==> config.mk <==
export PLATFORM = sky130hd
export DESIGN_NAME = mult_sequencer
export DESIGN_NICKNAME = d
export VERILOG_FILES = /design/src/rtl/mult_seq_pkg.sv /design/src/rtl/mult_seq_carry.sv /design/src/rtl/mult_sequencer.sv
export SDC_FILE = /design/constraint.sdc
export NUM_CORES = 1
export LEC_CHECK = 0
export CAP_MARGIN = 10
export CORE_MARGIN = 5
export CORE_UTILIZATION = 28
export CTS_BUF_LIST = sky130_fd_sc_hd__clkbuf_16
export CTS_CLUSTER_SIZE = 16
export DETAILED_ROUTE_END_ITERATION = 6
export HOLD_SLACK_MARGIN = 0.15
export PLACE_DENSITY = 0.66
export SLEW_MARGIN = 25
export SYNTH_ARGS = -nofsm -noshare
export SYNTH_HDL_FRONTEND = slang
export SYNTH_HIERARCHICAL = 1
export SYNTH_SLANG_ARGS = --single-unit
==> constraint.sdc <==
create_clock -name clk -period 5.5 [get_ports clk]
set_input_delay 1.1 -clock clk [delete_from_list [all_inputs] [get_ports clk]]
set_output_delay 1.1 -clock clk [all_outputs]
set_load 0.05 [all_outputs]
==> src/rtl/mult_seq_pkg.sv <==
// Shared constants and state encoding for the shift-add multiply sequencer.
// Latency: n/a (declarations only).
// Backpressure: n/a (declarations only).
package mult_seq_pkg;

  // ALU operation selectors understood by the execute-stage ALU
  localparam logic [3:0] ALU_AND = 4'b0000;
  localparam logic [3:0] ALU_OR  = 4'b0001;
  localparam logic [3:0] ALU_ADD = 4'b0010;
  localparam logic [3:0] ALU_SUB = 4'b0110;
  localparam logic [3:0] ALU_SLT = 4'b0111;
  localparam logic [3:0] ALU_NOR = 4'b0101;

  // One shift-add step per multiplier bit
  localparam int ITER_COUNT = 32;
  localparam int CNT_W      = $clog2(ITER_COUNT);

  typedef enum logic [2:0] {
    IDLE    = 3'd0,
    ABS_A   = 3'd1,
    ABS_B   = 3'd2,
    LOOP    = 3'd3,
    NEG_LO  = 3'd4,
    NEG_HI1 = 3'd5,
    NEG_HI2 = 3'd6,
    DONE    = 3'd7
  } state_t;

endpackage

==> src/rtl/mult_seq_carry.sv <==
// Recovers the 32-bit adder carry-out from operand MSBs and the sum MSB.
// Latency: purely combinational.
// Backpressure: none.
module mult_seq_carry (
  input  logic x_msb,
  input  logic y_msb,
  input  logic s_msb,
  output logic carry
);

  // Carry out when both MSBs set, or one set and the sum MSB dropped to 0
  always_comb begin
    carry = (x_msb & y_msb) | ((x_msb | y_msb) & ~s_msb);
  end

endmodule

==> src/rtl/mult_sequencer.sv <==
// Sequences the shared 32-bit ALU through shift-add steps to form a 64-bit HI/LO product.
// Latency: accept to done 33 cycles unsigned; 35/38 signed (same/differing signs).
// Backpressure: start accepted only in IDLE; requests while busy are dropped. Signed support: MULT_SEQUENCER_SIGNED_EN.
module mult_sequencer
  import mult_seq_pkg::*;
(
  input  logic        clk,
  input  logic        rst_n,
  input  logic        start,
  input  logic        is_signed,
  input  logic [31:0] op_a,
  input  logic [31:0] op_b,
  output logic        busy,
  output logic        done,
  output logic [31:0] hi,
  output logic [31:0] lo,
  output logic [31:0] alu_input_0,
  output logic [31:0] alu_input_1,
  output logic [3:0]  alu_control,
  input  logic [31:0] alu_output,
  input  logic        zero
);

  state_t             state;
  state_t             state_nxt;
  logic [31:0]        mcand;
  logic [CNT_W-1:0]   cnt;
  logic               carry;
  logic               last_iter;

`ifdef MULT_SEQUENCER_SIGNED_EN
  logic signed_q;
  logic sa;
  logic sb;
  logic lz;
`else
  // Sign request and zero flag have no consumer in the unsigned-only build
  logic unused_inputs;
  assign unused_inputs = is_signed ^ zero;
`endif

  assign last_iter = (cnt == CNT_W'(ITER_COUNT - 1));
  assign busy      = (state != IDLE);
  assign done      = (state == DONE);

  // Carry of the LOOP add is rebuilt from MSBs since the ALU exposes only 32 bits
  mult_seq_carry u_carry (
    .x_msb (alu_input_0[31]),
    .y_msb (alu_input_1[31]),
    .s_msb (alu_output[31]),
    .carry (carry)
  );

  // State register
  always_ff @(posedge clk or negedge rst_n) begin
    if (!rst_n) begin
      state <= IDLE;
    end else begin
      state <= state_nxt;
    end
  end

  // Next-state and ALU drive, decoded from registered state only
  always_comb begin
    state_nxt   = state;
    alu_control = ALU_ADD;
    alu_input_0 = '0;
    alu_input_1 = '0;
    case (state)
      IDLE: begin
        if (start) begin
`ifdef MULT_SEQUENCER_SIGNED_EN
          state_nxt = is_signed ? ABS_A : LOOP;
`else
          state_nxt = LOOP;
`endif
        end
      end
`ifdef MULT_SEQUENCER_SIGNED_EN
      ABS_A: begin
        alu_control = ALU_SUB;
        alu_input_1 = mcand;
        state_nxt   = ABS_B;
      end
      ABS_B: begin
        alu_control = ALU_SUB;
        alu_input_1 = lo;
        state_nxt   = LOOP;
      end
`endif
      LOOP: begin
        alu_input_0 = hi;
        alu_input_1 = lo[0] ? mcand : 32'd0;
        if (last_iter) begin
`ifdef MULT_SEQUENCER_SIGNED_EN
          state_nxt = (signed_q && (sa ^ sb)) ? NEG_LO : DONE;
`else
          state_nxt = DONE;
`endif
        end
      end
`ifdef MULT_SEQUENCER_SIGNED_EN
      NEG_LO: begin
        alu_control = ALU_SUB;
        alu_input_1 = lo;
        state_nxt   = NEG_HI1;
      end
      NEG_HI1: begin
        alu_control = ALU_NOR;
        alu_input_0 = hi;
        state_nxt   = NEG_HI2;
      end
      NEG_HI2: begin
        alu_input_0 = hi;
        alu_input_1 = {31'd0, lz};
        state_nxt   = DONE;
      end
`endif
      DONE: begin
        state_nxt = IDLE;
      end
      default: begin
        state_nxt = IDLE;
      end
    endcase
  end

  // Product datapath: operand capture, magnitude fixup, shift-add, negation
  always_ff @(posedge clk or negedge rst_n) begin
    if (!rst_n) begin
      mcand <= '0;
      hi    <= '0;
      lo    <= '0;
      cnt   <= '0;
    end else begin
      case (state)
        IDLE: begin
          if (start) begin
            mcand <= op_a;
            lo    <= op_b;
            hi    <= '0;
            cnt   <= '0;
          end
        end
`ifdef MULT_SEQUENCER_SIGNED_EN
        ABS_A: begin
          if (mcand[31]) mcand <= alu_output;
        end
        ABS_B: begin
          if (lo[31]) lo <= alu_output;
        end
`endif
        LOOP: begin
          hi  <= {carry, alu_output[31:1]};
          lo  <= {alu_output[0], lo[31:1]};
          cnt <= cnt + CNT_W'(1);
        end
`ifdef MULT_SEQUENCER_SIGNED_EN
        NEG_LO: begin
          lo <= alu_output;
        end
        NEG_HI1, NEG_HI2: begin
          hi <= alu_output;
        end
`endif
        default: begin
        end
      endcase
    end
  end

`ifdef MULT_SEQUENCER_SIGNED_EN
  // Sign bookkeeping: request type, operand signs, and whether negated lo wrapped to zero
  always_ff @(posedge clk or negedge rst_n) begin
    if (!rst_n) begin
      signed_q <= 1'b0;
      sa       <= 1'b0;
      sb       <= 1'b0;
      lz       <= 1'b0;
    end else begin
      case (state)
        IDLE:    if (start) signed_q <= is_signed;
        ABS_A:   sa <= mcand[31];
        ABS_B:   sb <= lo[31];
        NEG_LO:  lz <= zero;
        default: begin
        end
      endcase
    end
  end
`endif

endmodule

### After elaboration in Yosys (flattened, before gate mapping)

Cells that the tools add are included.

| word-level totals | value |
|---|---|
| bits in registers | 104 |
| output and inout port bits | 134 |

| operators by class | value |
|---|---|
| add/sub/neg operators | 1 |
| equality and inequality tests | 5 |
| muxes and demuxes | 12 |
| bitwise gates (word level) | 5 |
| reductions and logical operators | 6 |

Operators with widths:

| operator | count |
|---|---|
| 32-bit two-way mux | 5 |
| 32-bit one-hot mux with 2 select lines | 2 |
| 5-bit one-hot mux with 2 select lines | 1 |
| 3-bit two-way mux | 2 |
| 3-bit one-hot mux with 2 select lines | 1 |
| 2-bit AND reduction | 3 |
| 5-bit by 1-bit adder with 5-bit output, second input constant | 1 |
| 5-bit == test, second input constant | 1 |
| 5-bit two-way mux | 1 |
| 2-bit != test, second input constant | 2 |
| 3-bit by 2-bit == test with 1-bit output, second input constant | 1 |
| 3-bit == test, second input constant | 1 |
| 3-bit zero test | 1 |
| 3-bit nonzero test | 1 |
| 1-bit AND | 2 |
| 1-bit bitwise OR | 2 |
| 2-bit nonzero test | 1 |
| 1-bit NOT | 1 |

### Logic depth before layout (Yosys ltp)

| depth | value |
|---|---|
| word-level depth | 6 |
| depth in mapped cells | 7 |
| depth with buffers taken out | 4 |

### By module

Netlist, hierarchy kept.

Modules (own cells, without submodules):

| module | instances | cells each | area each (µm²) |
|---|---|---|---|
| mult_sequencer | 1 | 425 | 4764.6 |
| mult_seq_carry | 1 | 2 | 15.0 |

### Worst setup path before layout

No wires, ideal clock.

| path | value |
|---|---|
| kind | register to output |
| start point | reg state[2] |
| end point | out alu_input_0[31] |
| arrival time | 1511 ps |
| slack | 2889 ps |
| cell stages (with the launch flop) | 6 |
| path buffers | 3 |
| path through | dfrtp_1 -> buf_2 -> and2b_1 -> buf_4 -> buf_2 -> and2_1 |

| on the way | value |
|---|---|
| word-level cells in the longest chain between the ends | 2 |

Ends and longest elaborated chain:

| what | RTL line | RTL |
|---|---|---|
| start: declaration | mult_sequencer.sv:24 | `state_t state;` |
| start signal: assignment | mult_sequencer.sv:59 | `state <= state_nxt;` |
| 3-bit by 2-bit == test with 1-bit output | mult_sequencer.sv:69 | `case (state)` |
| 32-bit two-way mux | mult_sequencer.sv:69 |  |
| end: declaration | mult_sequencer.sv:17 | `output logic [31:0] alu_input_0,` |

No other way between the ends.

### Worst setup path in the final report

| path | value |
|---|---|
| start point | reg state[1] |
| end point | out alu_input_0[29] |

The elaborated chain is that of the path after synthesis.

==> run summary <==
Via count: 4064
CTS tree: built
Max Fclk: 232 MHz
Status: finished clean
DP HPWL: 10.0 mm
Power share of the combinational group: 58.9%
Final estimated routing congestion in global placement: 0.728
Endpoints failing setup: 0
Post-layout min period: 4300 ps
CTS sink cnt: 103
Die extent in y: 141 um
Most frequent cells in the layout: clkdlybuf4s50_1, dfrtp_1, a22o_1
H-tree depth: 3
Post-CTS Setup Inserts: 0
Synth async-reset ratio: 100%
Drt first pass iters: 4
Die area: 19800 um2
Later-pin clock latency in the skew report: 350 ps
Seq pwr share: 28.5%
Int Pwr: 2.36 mW
Synth Flop Type: dfrtp_1
Largest net degree at the start of global routing: 76
Max Fanout on Critical Path: 75
Initial Utilization: 28.7%
Post-CTS sizing: 0
Critical R2R Capture: lo[31]
Power share of the clock group: 12.6%
Hold_ws: 477 ps
Nets: 736
Area growth, synth to finish: 55.9%
CP endpoint: alu_input_0[29]
Mapped Avg Cell Area: 11.2 um2
I/O Buffers: 228
ANT cells: 0
EDFF count, synth: 0
Drt wl/cell: 16.7 um
Post-DP Area: 7190 um2
Crit end category: output pin
Peak supply drop: 0.293 mV
Max-slew violations: 0
Power, Total: 4.62 mW
Setup TNS: 0 ps
Fill count: 1529
# hold bufs at CTS: 0
First-pass GRT wire length: 23.1 mm
Rows: 47
RSZ-0062 raised after global routing: false
Initial drt markers: 183
Setup crit start: state[1]
Clk buf depth: 2
Post-Syn Instances: 427
PwrDens: 620 nW/um2
Vias per cell: 4.74
HP Class: flip-flop to flip-flop
Layout cells sized above 1: 4.24%
Worst-Margin Slew: 960 ps
FF-to-FF path depth: 5
Grt total ovfl: 0
Max_slew headroom: 35.8%
Die Span X: 141 um
DRC violations left: 0
GRT Util Overall: 14.3%
Hold path cells: 1
Vias in the first global route: 4302
Sequential area share after synthesis: 53.9%
WP data arrival: 3200 ps
Period utilization: 78.2%
Post-layout instance area: 7450 um2
Max_cap viols: 0
Commonest non-fill, non-tap cell in the layout: clkdlybuf4s50_1
ANT nets after route: 0
DRT Wirelength: 14.3 mm
FF-to-FF Start: state[1]
R2R Setup Slk: 3170 ps
Max Clock Skew: 5.82 ps
Final hold violation count: 0
Clock slew seen by the registers of the worst setup and hold paths: 70 ps
Sw power: 2.26 mW
Root Driver: clkbuf_16
Core Box Area: 16600 um2
Cell variety after synth: 30
Net Sw Frac: 49.0%
WS Path Type: flip-flop to output pin
Ys Warns: 6
Leak Pwr: 3.16 nW
# IOs: 235
CP startpoint kind: flip-flop
Post-Syn Area: 4780 um2
Yosys reg bits: 103
Worst Path Required: 4400 ps
Antenna violations before repair: 0
Final Core Density: 44.8%
Total CTS buffers: 9
[cell usage after synthesis (2+ instances only)]
cell type    n  area share (%)
a21oi_1     33             3.5
a22o_1      35             6.4
a22oi_1     30             4.7
and2_1      34             4.5
and2b_1      2            0.31
and3_1      33             4.3
buf_1        2            0.16
buf_2       13             1.4
buf_4        5            0.79
buf_6        4            0.94
clkbuf_1    19             1.5
conb_1       2            0.16
dfrtp_1    103              54
ha_1         2            0.52
inv_1        2            0.16
mux2_1      32             7.5
mux2i_1      2            0.42
nand2_1      2            0.16
nor2b_1     30             3.9
o21ai_1     32             3.4
[flip-flops by register name (all words and copies together), names as in the netlist]
name   flops
mcand     32
lo        32
state      2
cnt        5
hi        32
[final cells by class]
cell class | count | area [um2] | share of cell area, %
well taps | 220 | 275 | 3.69
clock inverters | 6 | 37.5 | 0.504
inverters | 2 | 7.51 | 0.101
flip-flops and latches | 103 | 2580 | 34.6
clock buffers | 9 | 225 | 3.02
multi-input cells | 281 | 1990 | 26.7
repair buffers | 236 | 2340 | 31.4
[power by group through the flow]
stage,clock [mW],sequential (mW),combinational [mW]
detailed placement,0,1.33,2.75
floorplan,0,1.85,1.28
CTS,0.609,1.32,2.75
global route,0.644,1.37,2.87
global placement,0,1.31,2.72
finish,0.584,1.32,2.72
[worst min-delay path by stage]
stage | endpoint | from | slack [ps]
floorplan | mcand[0] | mcand[0] | 450
global placement | mcand[9] | mcand[9] | 460
detailed placement | mcand[7] | mcand[7] | 470
CTS | mcand[14] | mcand[14] | 490
global route | mcand[28] | mcand[28] | 490
finish | mcand[14] | mcand[14] | 480
[logic make-up (layout without fill, tap and decap cells)]
group | count (synthesis) | after routing | share of synthesized area (%)
buffers and inverters | 45 | 253 | 4.90
muxes | 34 | 34 | 7.96
DFF | 103 | 103 | 53.9
and+or+nand+nor | 108 | 108 | 14.1
other | 2 | 4 | 0.157
AOI/OAI and AO/OA | 132 | 132 | 18.2
adders and majority gates | 3 | 3 | 0.759
[metrics by stage]
step | cells | setup slack, ps
after floorplan | 429 | 2890
after global placement | 842 | 1600
after detailed placement | 842 | 1530
after CTS | 857 | 1140
after global routing | 857 | 944
final | 857 | 1200
[worst max-delay path: stages, from the launching register on]
cell	delay, ps
dfrtp_1	320
buf_4	360
and2b_4	740
buf_4	410
and2_1	170
clkdlybuf4s50_1	800
[per-layer routing]
metal	wire, um	track usage [%]	vias to the layer above
met5	0	0	-
met4	229	4.49	0
met3	941	3.66	15
met2	6930	23.3	150
met1	6240	18.6	1978
li1	-	-	1921
No activity file was read; power rests on OpenSTA's default activity.
